[src/rtl/sat_counter.sv]
// Saturating event counter; a clear coincident with an increment leaves a
// count of one so the new event is not lost.
module sat_counter #(
  parameter int unsigned WIDTH = 8
) (
  input  logic             i_clk,
  input  logic             i_rst,
  input  logic             i_inc,
  input  logic             i_clr,
  output logic [WIDTH-1:0] o_count
);

  logic [WIDTH-1:0] r_count;
  logic             w_full;

  assign w_full  = &r_count;
  assign o_count = r_count;

  always_ff @(posedge i_clk) begin
    if (i_rst) begin
      r_count <= '0;
    end else if (i_clr) begin
      r_count <= i_inc ? WIDTH'(1) : '0;
    end else if (i_inc && !w_full) begin
      r_count <= r_count + WIDTH'(1);
    end
  end

endmodule

[config.mk]
export PLATFORM = sky130hd
export DESIGN_NAME = sat_counter
export DESIGN_NICKNAME = d
export VERILOG_FILES = /design/src/rtl/sat_counter.sv
export SDC_FILE = /design/constraint.sdc
export NUM_CORES = 1
export LEC_CHECK = 0
export BUFFER_PORTS_ARGS = -buffer_cell sky130_fd_sc_hd__buf_2
export CAP_MARGIN = 20
export CORE_AREA = 2 2 39 41
export DETAILED_ROUTE_END_ITERATION = 6
export DIE_AREA = 0 0 41 43
export SETUP_SLACK_MARGIN = 0.02
export SYNTH_ARGS = -nofsm -noshare
export SYNTH_HDL_FRONTEND = slang
export SYNTH_SLANG_ARGS = --single-unit
[constraint.sdc]
create_clock -name i_clk -period 3.71 [get_ports i_clk]
set_clock_uncertainty 0.1 [all_clocks]
set_input_delay 0.742 -clock i_clk [delete_from_list [all_inputs] [get_ports i_clk]]
set_output_delay 0.742 -clock i_clk [all_outputs]
set_load 0.05 [all_outputs]
==> parameters.txt, run 1 <==
Parameter                              Value

Outcome
  Status ... complete, no violations

STA
  Worst Hold Slack ... 0.4052 ns
  Share of the cycle needed by the critical path after routing ... 50.50%
  Slew headroom ... between 70 and 80%
  Upper clock frequency limit ... 533.7 MHz
  Unrepaired setup endpoints after global routing ... false
  Min cycle time layout ... ~1.9 ns
  Hold Fails Final Rpt ... 0
  Final slew viol count ... 0
  Transition time at the pin with the least slew margin ... 0.4047 ns
  Total setup violations reported at the end of the flow ... 0
  Final-layout setup total negative slack ... 0 ns

Die
  Number of placement rows ... 14
  Total core area ... 1384 um^2
  Area of the die ... ~1800 um^2
  Die Span X ... 41 um
  Die height ... 43 um
  Initial core utilization ... 32.64%
  Count of pins on the block boundary ... 12

Pwr
  Combinational fraction of design power ... 9.0%
  IR Drop Worst-Case VDD ... 152.0 uV
  Fraction of power spent switching nets ... 24.00%
  Sequential share of power ... 52.0%
  Internal power ... 129.1 uW
  Clk pwr share ... 39.0%
  Total design power ... 169.9 uW
  Leakage dissipation ... 0.0002166 uW
  Pwr dens ... 309.3 nW/um^2
  Total net switching power ... around 41 uW

Logic synthesis
  Total of flip-flops plus latches after synthesis ... 8
  Number of enable-type register cells in the synthesized netlist ... 0
  Top post-synthesis cells by count ... sky130_fd_sc_hd__dfxtp_1 (8), sky130_fd_sc_hd__nand2_1 (8), sky130_fd_sc_hd__mux2i_1 (3)
  Net count after synthesis ... 53
  Number of warning messages in the yosys log ... 0
  Primary flip-flop cell chosen by synthesis mapping ... sky130_fd_sc_hd__dfxtp_1
  Biggest area contributors in the synthesized netlist ... sky130_fd_sc_hd__dfxtp_1 (35%), sky130_fd_sc_hd__mux2i_1 (6.6%), sky130_fd_sc_hd__nand2_1 (6.6%)
  Post-synth ARST share ... 0%
  Area share of the leading cell type in the synthesized netlist ... between 30% and 40%
  Synth Cell Area ... ~450 um^2
  Portion of the post-synthesis area used by sequential elements ... 35.46%
  Mean Syn Cell Area ... 9.410 um^2
  Distinct cells, synth ... 26
  Cell type with the largest total area after synthesis ... sky130_fd_sc_hd__dfxtp_1
  Post-Syn Instances ... 48

Place
  Estimated wirelength of the detail-placed design ... between 700 and 800 um
  Final weighted congestion in routability-driven placement ... around 0.7
  Dpl cell area ... 526.8 um^2
  Number of buffer cells added on primary ports ... 11

GRT
  Largest net degree at the start of global routing ... 9
  Number of antenna violations at the first check in global routing ... 0
  Gr ovfl total ... 0
  Global router's overall resource usage ... between 10 and 15%
  Vias in the first global route ... 386
  Global-route wire length before repair ... 1.683 mm

Clock network
  Number of post-CTS setup repair buffers ... 0
  Deepest level of the CTS H-tree ... 1
  Clock root buffer ... sky130_fd_sc_hd__clkbuf_4
  CTS tree ... built
  Clk Latency, worst-skew pair ... around 0.25 ns
  Clock slew at the register clock pins of the worst setup and hold paths ... 0.06 ns
  Clock Sink Count ... 8
  Maximum root-to-sink buffer count ... 2
  Number of buffers added to fix hold violations after cts ... 0
  Number of buffers added by the clock tree synthesis step ... 3
  Resize count post-CTS ... 0

Route
  Via Count ... 428
  Post-DR wirelength/cell ... approximately 13 um
  Violation count after the first detailed-routing iteration ... 5
  Number of detailed-route iterations in the first pass ... 4
  Vias per Instance ... 5.487
  Antenna Violating Nets Remaining ... 0
  DRC violation count after routing ... 0
  Final Routed Wirelength ... roughly 990 um

Setup path
  CP delay by family, top ... flip-flops
  Master of the slowest instance on the critical path ... sky130_fd_sc_hd__dfxtp_1
  Total buffers and inverters traversed by the critical path ... 1
  Delay of the slowest cell on the worst path ... between 0.4 and 0.5 ns
  Crit-path cells ... buf_2
  Arrival time reported for the critical path endpoint ... between 1 and 1.5 ns
  Setup crit start kind ... flip-flop
  CP Max Fanout ... 8
  Data required time at the worst endpoint ... 2.87 ns
  R2R setup slack ... roughly 2.2 ns
  Nature of the critical path endpoint ... output port
  Category of the critical setup timing path ... flip-flop to output port

Cells and area
  End-of-flow core utilization ... 39.69%
  Fill cell total of the finished layout ... 141
  Synth-to-layout area growth ... 21.61%
  Multi-input gate area ... 287.8 um^2
  FF/Latch Area ... 160.2 um^2
  Antenna diode count ... 0
  Number of flip-flops under the largest register name ... 8
  Final design instance area without fill ... 549.3 um^2
  Final-stage net count ... 69
  Share of layout cells above drive strength 1 ... 33.87%

Flow run
  Maximum Capacitance Violations ... 0

Min path
  Tightest Hold Check Type ... flip-flop to flip-flop
==> worst register-to-register path: cells and delay by family, from the launching register on <==
family | cells | cell delay [ns]
fa+ha+maj | 1 | 0.29
flops | 1 | 0.34
mux | 1 | 0.19
simple gates | 1 | 0.26
compound gates | 1 | 0.24
==> metrics by stage <==
stage	setup WS, ns	cells
4_1_cts	1.825	78
2_1_floorplan	1.993	48
3_5_place_dp	2.030	75
5_1_grt	1.779	78
6_report	1.836	78
3_3_place_gp	2.024	75
==> final timing paths <==
| kind | start | to | cells past startpoint |
|---|---|---|---|
| max | o_count[2]$_SDFFE_PP0P_ | o_count[2] | 1 |
| min | o_count[1]$_SDFFE_PP0P_ | o_count[1]$_SDFFE_PP0P_ | 2 |
| max reg2reg | o_count[0]$_SDFFE_PP0P_ | o_count[5]$_SDFFE_PP0P_ | 4 |
| min reg2reg | o_count[1]$_SDFFE_PP0P_ | o_count[1]$_SDFFE_PP0P_ | 2 |
==> cells by family after synthesis <==
| kind of cell | after synthesis | share of synthesized area (%) |
|---|---|---|
| adders and majority gates | 1 | 2.770 |
| and+or+nand+nor | 22 | 29.92 |
| DFF | 8 | 35.46 |
| buffers and inverters | 1 | 0.8302 |
| AOI/OAI and AO/OA | 13 | 24.38 |
| muxes | 3 | 6.648 |
==> layer usage <==
metal	track usage (%)	up-vias	routed length (um)
met1	17.80	199	456
met5	0	-	0
met4	12.00	0	29
li1	-	217	-
met3	4.712	2	31
met2	19.69	10	477
==> layout make-up <==
class                      instances  area share, %
timing repair buffer              11          10.02
inverter                           1         0.6834
multi-input combinational         39          52.39
clock buffer                       3          4.100
tap                               16          3.645
sequential                         8          29.16
==> power groups by stage <==
stage / sequential, uW / clock [uW] / combinational [uW]
5_1_grt: 88.4 / 73.8 / 16.8
4_1_cts: 88.4 / 68.6 / 15.5
6_report: 88.4 / 66.3 / 15.2
2_1_floorplan: 93.9 / 0 / 5.73
3_5_place_dp: 90.3 / 0 / 15.3
3_3_place_gp: 90.2 / 0 / 15.2
==> placed cells by master, fill, tap and decap left out <==
cell	count
sky130_fd_sc_hd__a211oi_2	1
sky130_fd_sc_hd__a21boi_2	1
sky130_fd_sc_hd__a21oi_1	2
sky130_fd_sc_hd__a21oi_2	1
sky130_fd_sc_hd__a31oi_1	1
sky130_fd_sc_hd__and3_1	1
sky130_fd_sc_hd__and4_1	1
sky130_fd_sc_hd__and4_4	1
sky130_fd_sc_hd__buf_2	11
sky130_fd_sc_hd__clkbuf_4	3
sky130_fd_sc_hd__dfxtp_1	8
sky130_fd_sc_hd__ha_1	1
sky130_fd_sc_hd__inv_1	1
sky130_fd_sc_hd__mux2i_1	3
sky130_fd_sc_hd__nand2_1	8
sky130_fd_sc_hd__nand2b_1	2
sky130_fd_sc_hd__nand3_1	2
sky130_fd_sc_hd__nand4_1	1
sky130_fd_sc_hd__nand4_2	1
sky130_fd_sc_hd__nand4b_1	1
sky130_fd_sc_hd__nor2_1	1
sky130_fd_sc_hd__nor4_2	1
sky130_fd_sc_hd__o2111ai_1	1
sky130_fd_sc_hd__o21ai_1	1
sky130_fd_sc_hd__o21bai_1	2
sky130_fd_sc_hd__o311a_1	2
sky130_fd_sc_hd__o31ai_2	1
sky130_fd_sc_hd__or3_1	2
Note: power is estimated with default switching activity, not from simulation.
==> run 2: changes to the inputs <==
==> constraint.sdc (replaced) <==
create_clock -name i_clk -period 1.8 [get_ports i_clk]
set_clock_uncertainty 0.1 [all_clocks]
set_input_delay 0.36 -clock i_clk [delete_from_list [all_inputs] [get_ports i_clk]]
set_output_delay 0.36 -clock i_clk [all_outputs]
set_load 0.05 [all_outputs]
==> parameters.txt, run 2 (same netlist as run 1, synthesis figures left out) <==
Parameter                              Value

Outcome
  Status ... complete, no violations

Die
  Die Span X ... 41 um (unchanged)
  Area of the die ... 1763 um^2 (unchanged)
  Number of placement rows ... 14 (unchanged)
  Die height ... 43 um (unchanged)
  Count of pins on the block boundary ... 12 (unchanged)
  Total core area ... 1384 um^2 (unchanged)
  Initial core utilization ... 32.64% (unchanged)

STA
  Final-layout setup total negative slack ... 0 ns (unchanged)
  Slew headroom ... 70.01% (-2.9 points)
  Min cycle time layout ... around 1.5 ns
  Final slew viol count ... 0 (unchanged)
  Transition time at the pin with the least slew margin ... 0.4481 ns (+0.04346 ns)
  Share of the cycle needed by the critical path after routing ... between 80% and 90%
  Unrepaired setup endpoints after global routing ... false
  Upper clock frequency limit ... roughly 670 MHz
  Worst Hold Slack ... 0.2495 ns (-0.1557 ns)
  Hold Fails Final Rpt ... 0 (unchanged)
  Total setup violations reported at the end of the flow ... 0 (unchanged)

Clock network
  Clk Latency, worst-skew pair ... 0.25 ns (about the same)
  Number of buffers added by the clock tree synthesis step ... 3 (unchanged)
  CTS tree ... built
  Resize count post-CTS ... 0 (unchanged)
  Deepest level of the CTS H-tree ... 1 (unchanged)
  Maximum root-to-sink buffer count ... 2 (unchanged)
  Clock root buffer ... sky130_fd_sc_hd__clkbuf_4
  Clock slew at the register clock pins of the worst setup and hold paths ... 0.06 ns (about the same)
  Number of buffers added to fix hold violations after cts ... 0 (unchanged)
  Clock Sink Count ... 8 (unchanged)
  Number of post-CTS setup repair buffers ... 0 (unchanged)

Cells and area
  Antenna diode count ... 0 (unchanged)
  Number of flip-flops under the largest register name ... 8 (unchanged)
  Synth-to-layout area growth ... 21.61% (unchanged)
  Fill cell total of the finished layout ... 142 (+0.71%)
  Share of layout cells above drive strength 1 ... 33.87% (unchanged)
  Most used cells in the layout excluding fill and tap cells ... sky130_fd_sc_hd__buf_2 (11), sky130_fd_sc_hd__nand2_1 (8), sky130_fd_sc_hd__dfxtp_1 (8)
  Leading cell type in the layout, fill and taps excluded ... sky130_fd_sc_hd__buf_2
  Final-stage net count ... 69 (unchanged)

Min path
  Hold Path Origin ... i_clr
  Tightest Hold Check Type ... input pin to flip-flop

GRT
  Number of antenna violations at the first check in global routing ... 0 (unchanged)
  Global-route wire length before repair ... 1.649 mm (-2.0%)
  Vias in the first global route ... 395 (+2.3%)
  Global router's overall resource usage ... 14.29% (-0.30 points)
  Gr ovfl total ... 0 (unchanged)
  Largest net degree at the start of global routing ... 9 (unchanged)

Setup path
  Worst reg2reg startpoint ... o_count[0]$_SDFFE_PP0P_
  Arrival time reported for the critical path endpoint ... 1.03 ns (about the same)
  R2R setup slack ... 0.34 ns (-1.89 ns)
  Worst setup path startpoint ... o_count[2]$_SDFFE_PP0P_
  Setup crit start kind ... flip-flop
  Master of the slowest instance on the critical path ... sky130_fd_sc_hd__dfxtp_1
  CP Max Fanout ... 8 (unchanged)
  Category of the critical setup timing path ... flip-flop to output port
  Delay of the slowest cell on the worst path ... 0.46 ns (about the same)
  Total buffers and inverters traversed by the critical path ... 1 (unchanged)
  Nature of the critical path endpoint ... output port
  Crit-path cells ... buf_2
  CP delay by family, top ... flip-flops
  Data required time at the worst endpoint ... 1.34 ns (-1.53 ns)

Pwr
  Leakage dissipation ... 0.0002166 uW (unchanged)
  IR Drop Worst-Case VDD ... 322.5 uV (+110%)
  Pwr dens ... 642.9 nW/um^2 (+110%)

Route
  Via Count ... 413 (-3.5%)
  Antenna Violating Nets Remaining ... 0 (unchanged)
  Vias per Instance ... 5.295 (-3.5%)
  Final Routed Wirelength ... 964 um (-3.0%)
  Violation count after the first detailed-routing iteration ... 10 (+5)
  Number of detailed-route iterations in the first pass ... 3 (-1)
  DRC violation count after routing ... 0 (unchanged)
  Post-DR wirelength/cell ... 12.36 um (-3.0%)

Place
  Final weighted congestion in routability-driven placement ... 0.7575 (+5.9%)
  Number of buffer cells added on primary ports ... 11 (unchanged)
  Estimated wirelength of the detail-placed design ... 721.1 um (-1.4%)

Flow run
  Maximum Capacitance Violations ... 0 (unchanged)
==> run 2: cell type report <==
class / instances / area, um^2 / area share, %
Multi-Input combinational cell: 39 / 287.8 / 52.39
Sequential cell: 8 / 160.2 / 29.16
Tap cell: 16 / 20.02 / 3.645
Timing Repair Buffer: 11 / 55.05 / 10.02
Inverter: 1 / 3.754 / 0.6834
Clock buffer: 3 / 22.52 / 4.100
==> run 2: power breakdown <==
part	switching (uW)	internal, uW
clock	62.7	76.4
combinational	21.7	10.4
sequential	2.43	179
==> run 2: metal layers <==
layer | global-route usage, % | share of wire [%] | vias up
met1 | 17.80 | 50 | 189
li1 | - | - | 216
met5 | 0 | 0 | -
met2 | 19.69 | 46 | 6
met4 | 12.00 | 1.5 | 0
met3 | 3.141 | 2.9 | 2
==> run 2: through the flow <==
stage | cells | setup slack (ns) | total power, uW | cell area [um^2] | utilization, %
3_3_place_gp | 75 | 0.3889 | 218.4 | 526.8 | 38.07
4_1_cts | 78 | 0.3050 | 361.5 | 549.3 | 39.69
5_1_grt | 78 | 0.2370 | 370.7 | 549.3 | 39.69
6_report | 78 | 0.3058 | 353.1 | 549.3 | 39.69
3_5_place_dp | 75 | 0.3647 | 218.1 | 526.8 | 38.07
2_1_floorplan | 48 | 0.08300 | 205.3 | 451.7 | -
==> run 2: worst paths after layout <==
| check | end | cells past startpoint |
|---|---|---|
| setup / recovery | o_count[2] | 1 |
| hold / removal | o_count[2]$_SDFFE_PP0P_ | 2 |
| setup reg to reg | o_count[5]$_SDFFE_PP0P_ | 4 |
| hold reg to reg | o_count[1]$_SDFFE_PP0P_ | 2 |
==> run 3: changes to the inputs <==
==> constraint.sdc (replaced) <==
create_clock -name i_clk -period 1.43 [get_ports i_clk]
set_clock_uncertainty 0.1 [all_clocks]
set_input_delay 0.286 -clock i_clk [delete_from_list [all_inputs] [get_ports i_clk]]
set_output_delay 0.286 -clock i_clk [all_outputs]
set_load 0.05 [all_outputs]
==> parameters.txt, run 3 (same netlist as run 1, synthesis figures left out) <==
Parameter                              Value

Outcome
  Status ... complete, no violations

Setup path
  Crit-path cells ... buf_2
  Reg2Reg Depth ... 4 (unchanged)
  Data required time at the worst endpoint ... 1.04 ns (-0.30 ns)
  R2R setup slack ... 0.12 ns (-0.22 ns)
  Destination of the worst register-to-register timing path ... o_count[5]$_SDFFE_PP0P_
  Delay of the slowest cell on the worst path ... 0.40 ns (-0.06 ns)
  Worst setup path startpoint ... o_count[7]$_SDFFE_PP0P_
  Master of the slowest instance on the critical path ... sky130_fd_sc_hd__dfxtp_2
  Setup crit end ... o_count[7]
  CP Max Fanout ... 8 (unchanged)
  Arrival time reported for the critical path endpoint ... 0.95 ns (-0.08 ns)
  Setup crit start kind ... flip-flop
  CP delay by family, top ... flip-flops
  Category of the critical setup timing path ... flip-flop to output port
  Nature of the critical path endpoint ... output port
  Worst reg2reg startpoint ... o_count[1]$_SDFFE_PP0P_
  Path length in cells of the critical path ... 1 (unchanged)
  Total buffers and inverters traversed by the critical path ... 1 (unchanged)

Pwr
  Total net switching power ... 115.5 uW (+33%)
  Fraction of power spent switching nets ... 25.55% (+0.95 points)
  Clk pwr share ... 39.7% (+0.3 points)
  Combinational fraction of design power ... 9.7% (+0.6 points)
  IR Drop Worst-Case VDD ... 517.9 uV (+61%)
  Leakage dissipation ... 0.0002238 uW (+3.3%)
  Sequential share of power ... 50.6% (-0.9 points)
  Pwr dens ... 757.2 nW/um^2 (+18%)
  Internal power ... 336.5 uW (+26%)
  Total design power ... 451.9 uW (+28%)

Clock network
  CTS tree ... built
  Number of buffers added by the clock tree synthesis step ... 3 (unchanged)
  Clock slew at the register clock pins of the worst setup and hold paths ... 0.05 ns (about the same)
  Maximum root-to-sink buffer count ... 2 (unchanged)
  Clk Latency, worst-skew pair ... 0.26 ns (about the same)
  Clock Sink Count ... 8 (unchanged)
  Clock root buffer ... sky130_fd_sc_hd__clkbuf_4
  Deepest level of the CTS H-tree ... 1 (unchanged)
  Number of buffers added to fix hold violations after cts ... 0 (unchanged)

STA
  Transition time at the pin with the least slew margin ... 0.2490 ns (-0.1991 ns)
  Upper clock frequency limit ... ~750 MHz
  Hold Fails Final Rpt ... 0 (unchanged)
  Min cycle time layout ... around 1.3 ns
  Final slew viol count ... 0 (unchanged)
  Unrepaired setup endpoints after global routing ... false
  Total setup violations reported at the end of the flow ... 0 (unchanged)
  Share of the cycle needed by the critical path after routing ... ~93%
  Final-layout setup total negative slack ... 0 ns (unchanged)
  Slew headroom ... 83.51% (+13 points)

GRT
  Gr ovfl total ... 0 (unchanged)
  Number of antenna violations at the first check in global routing ... 0 (unchanged)
  Largest net degree at the start of global routing ... 9 (unchanged)
  Global router's overall resource usage ... 14.87% (+0.59 points)
  Vias in the first global route ... 379 (-4.1%)
  Global-route wire length before repair ... 1.745 mm (+5.8%)

Die
  Area of the die ... 1763 um^2 (unchanged)
  Count of pins on the block boundary ... 12 (unchanged)
  Number of placement rows ... 14 (unchanged)
  Die height ... 43 um (unchanged)
  Total core area ... 1384 um^2 (unchanged)
  Die Span X ... 41 um (unchanged)
  Initial core utilization ... 32.64% (unchanged)

Cells and area
  End-of-flow core utilization ... 43.13% (+3.4 points)
  Share of layout cells above drive strength 1 ... 50.79% (+17 points)
  Final-stage net count ... 70 (+1.4%)
  Most used cells in the layout excluding fill and tap cells ... sky130_fd_sc_hd__buf_2 (11), sky130_fd_sc_hd__nand2_1 (8), sky130_fd_sc_hd__dfxtp_2 (6)
  Synth-to-layout area growth ... 32.13%
  Antenna diode count ... 0 (unchanged)
  Fill cell total of the finished layout ... 141 (-0.70%)
  Leading cell type in the layout, fill and taps excluded ... sky130_fd_sc_hd__buf_2
  Number of flip-flops under the largest register name ... 8 (unchanged)

Route
  Violation count after the first detailed-routing iteration ... 13 (+3)
  Final Routed Wirelength ... 1.047 mm (+8.6%)
  Via Count ... 441 (+6.8%)
  Post-DR wirelength/cell ... 13.25 um (+7.2%)
  DRC violation count after routing ... 0 (unchanged)
  Number of detailed-route iterations in the first pass ... 4 (+1)
  Vias per Instance ... 5.582 (+5.4%)
  Antenna Violating Nets Remaining ... 0 (unchanged)

Flow run
  Maximum Capacitance Violations ... 0 (unchanged)

Place
  Number of buffer cells added on primary ports ... 11 (unchanged)
  Estimated wirelength of the detail-placed design ... 761.2 um (+5.6%)
  Final weighted congestion in routability-driven placement ... 0.6862 (-9.4%)

Min path
  Tightest Hold Check Type ... input pin to flip-flop
## run 3: cell count changes in the layout (fill, tap and decap cells not counted), sizes merged
cell / before / now
buf: 11 / 12
## run 3: timing repair
action	4_1_cts	5_1_grt
gates resized for setup	0	2
setup endpoints to repair	0	2
setup buffers	0	0
## run 3: final cells by class
type,instances,area (um^2),area share (%)
inverters,1,3.754,0.6289
well taps,16,20.02,3.354
multi-input cells,39,312.8,52.41
flip-flops and latches,8,175.2,29.35
clock buffers,3,22.52,3.774
repair buffers,12,62.56,10.48
## run 3: layer usage
metal	vias to the layer above	wire length [um]	track usage, %	share of wire, %
met5	-	0	0	0
met3	2	72	6.283	6.9
met4	0	12	8.000	1.1
met1	206	489	20.00	47
li1	221	-	-	-
met2	12	472	19.38	45
## run 3: worst min-delay path by stage
stage	start	to	slack (ns)	cells after the start
final	i_clr	o_count[2]$_SDFFE_PP0P_	0.16	2
after CTS	i_clr	o_count[2]$_SDFFE_PP0P_	0.16	2
after global placement	o_count[5]$_SDFFE_PP0P_	o_count[5]$_SDFFE_PP0P_	0.38	2
after floorplan	i_clr	o_count[2]$_SDFFE_PP0P_	0.25	1
after global routing	i_clr	o_count[2]$_SDFFE_PP0P_	0.16	2
after detailed placement	o_count[5]$_SDFFE_PP0P_	o_count[5]$_SDFFE_PP0P_	0.38	2
## run 3: through the flow
| stage | hold slack, ns | setup slack, ns | cells | area (um^2) |
|---|---|---|---|---|
| final | 0.1632 | 0.09499 | 79 | 596.8 |
| after global routing | 0.1637 | 0.04018 | 79 | 596.8 |
| after CTS | 0.1622 | 0.05424 | 79 | 584.3 |
| after detailed placement | 0.3820 | 0.06110 | 76 | 561.8 |
| after global placement | 0.3784 | 0.09710 | 76 | 561.8 |
| after floorplan | 0.2496 | 0.04649 | 48 | 479.2 |
## run 3: power by group through the flow
stage	sequential, uW	combinational [uW]	clock [uW]
floorplan	243	15.6	0
global placement	233	44.4	0
detailed placement	234	44.1	0
CTS	229	44.5	183
global route	229	48.1	198
finish	229	43.7	180
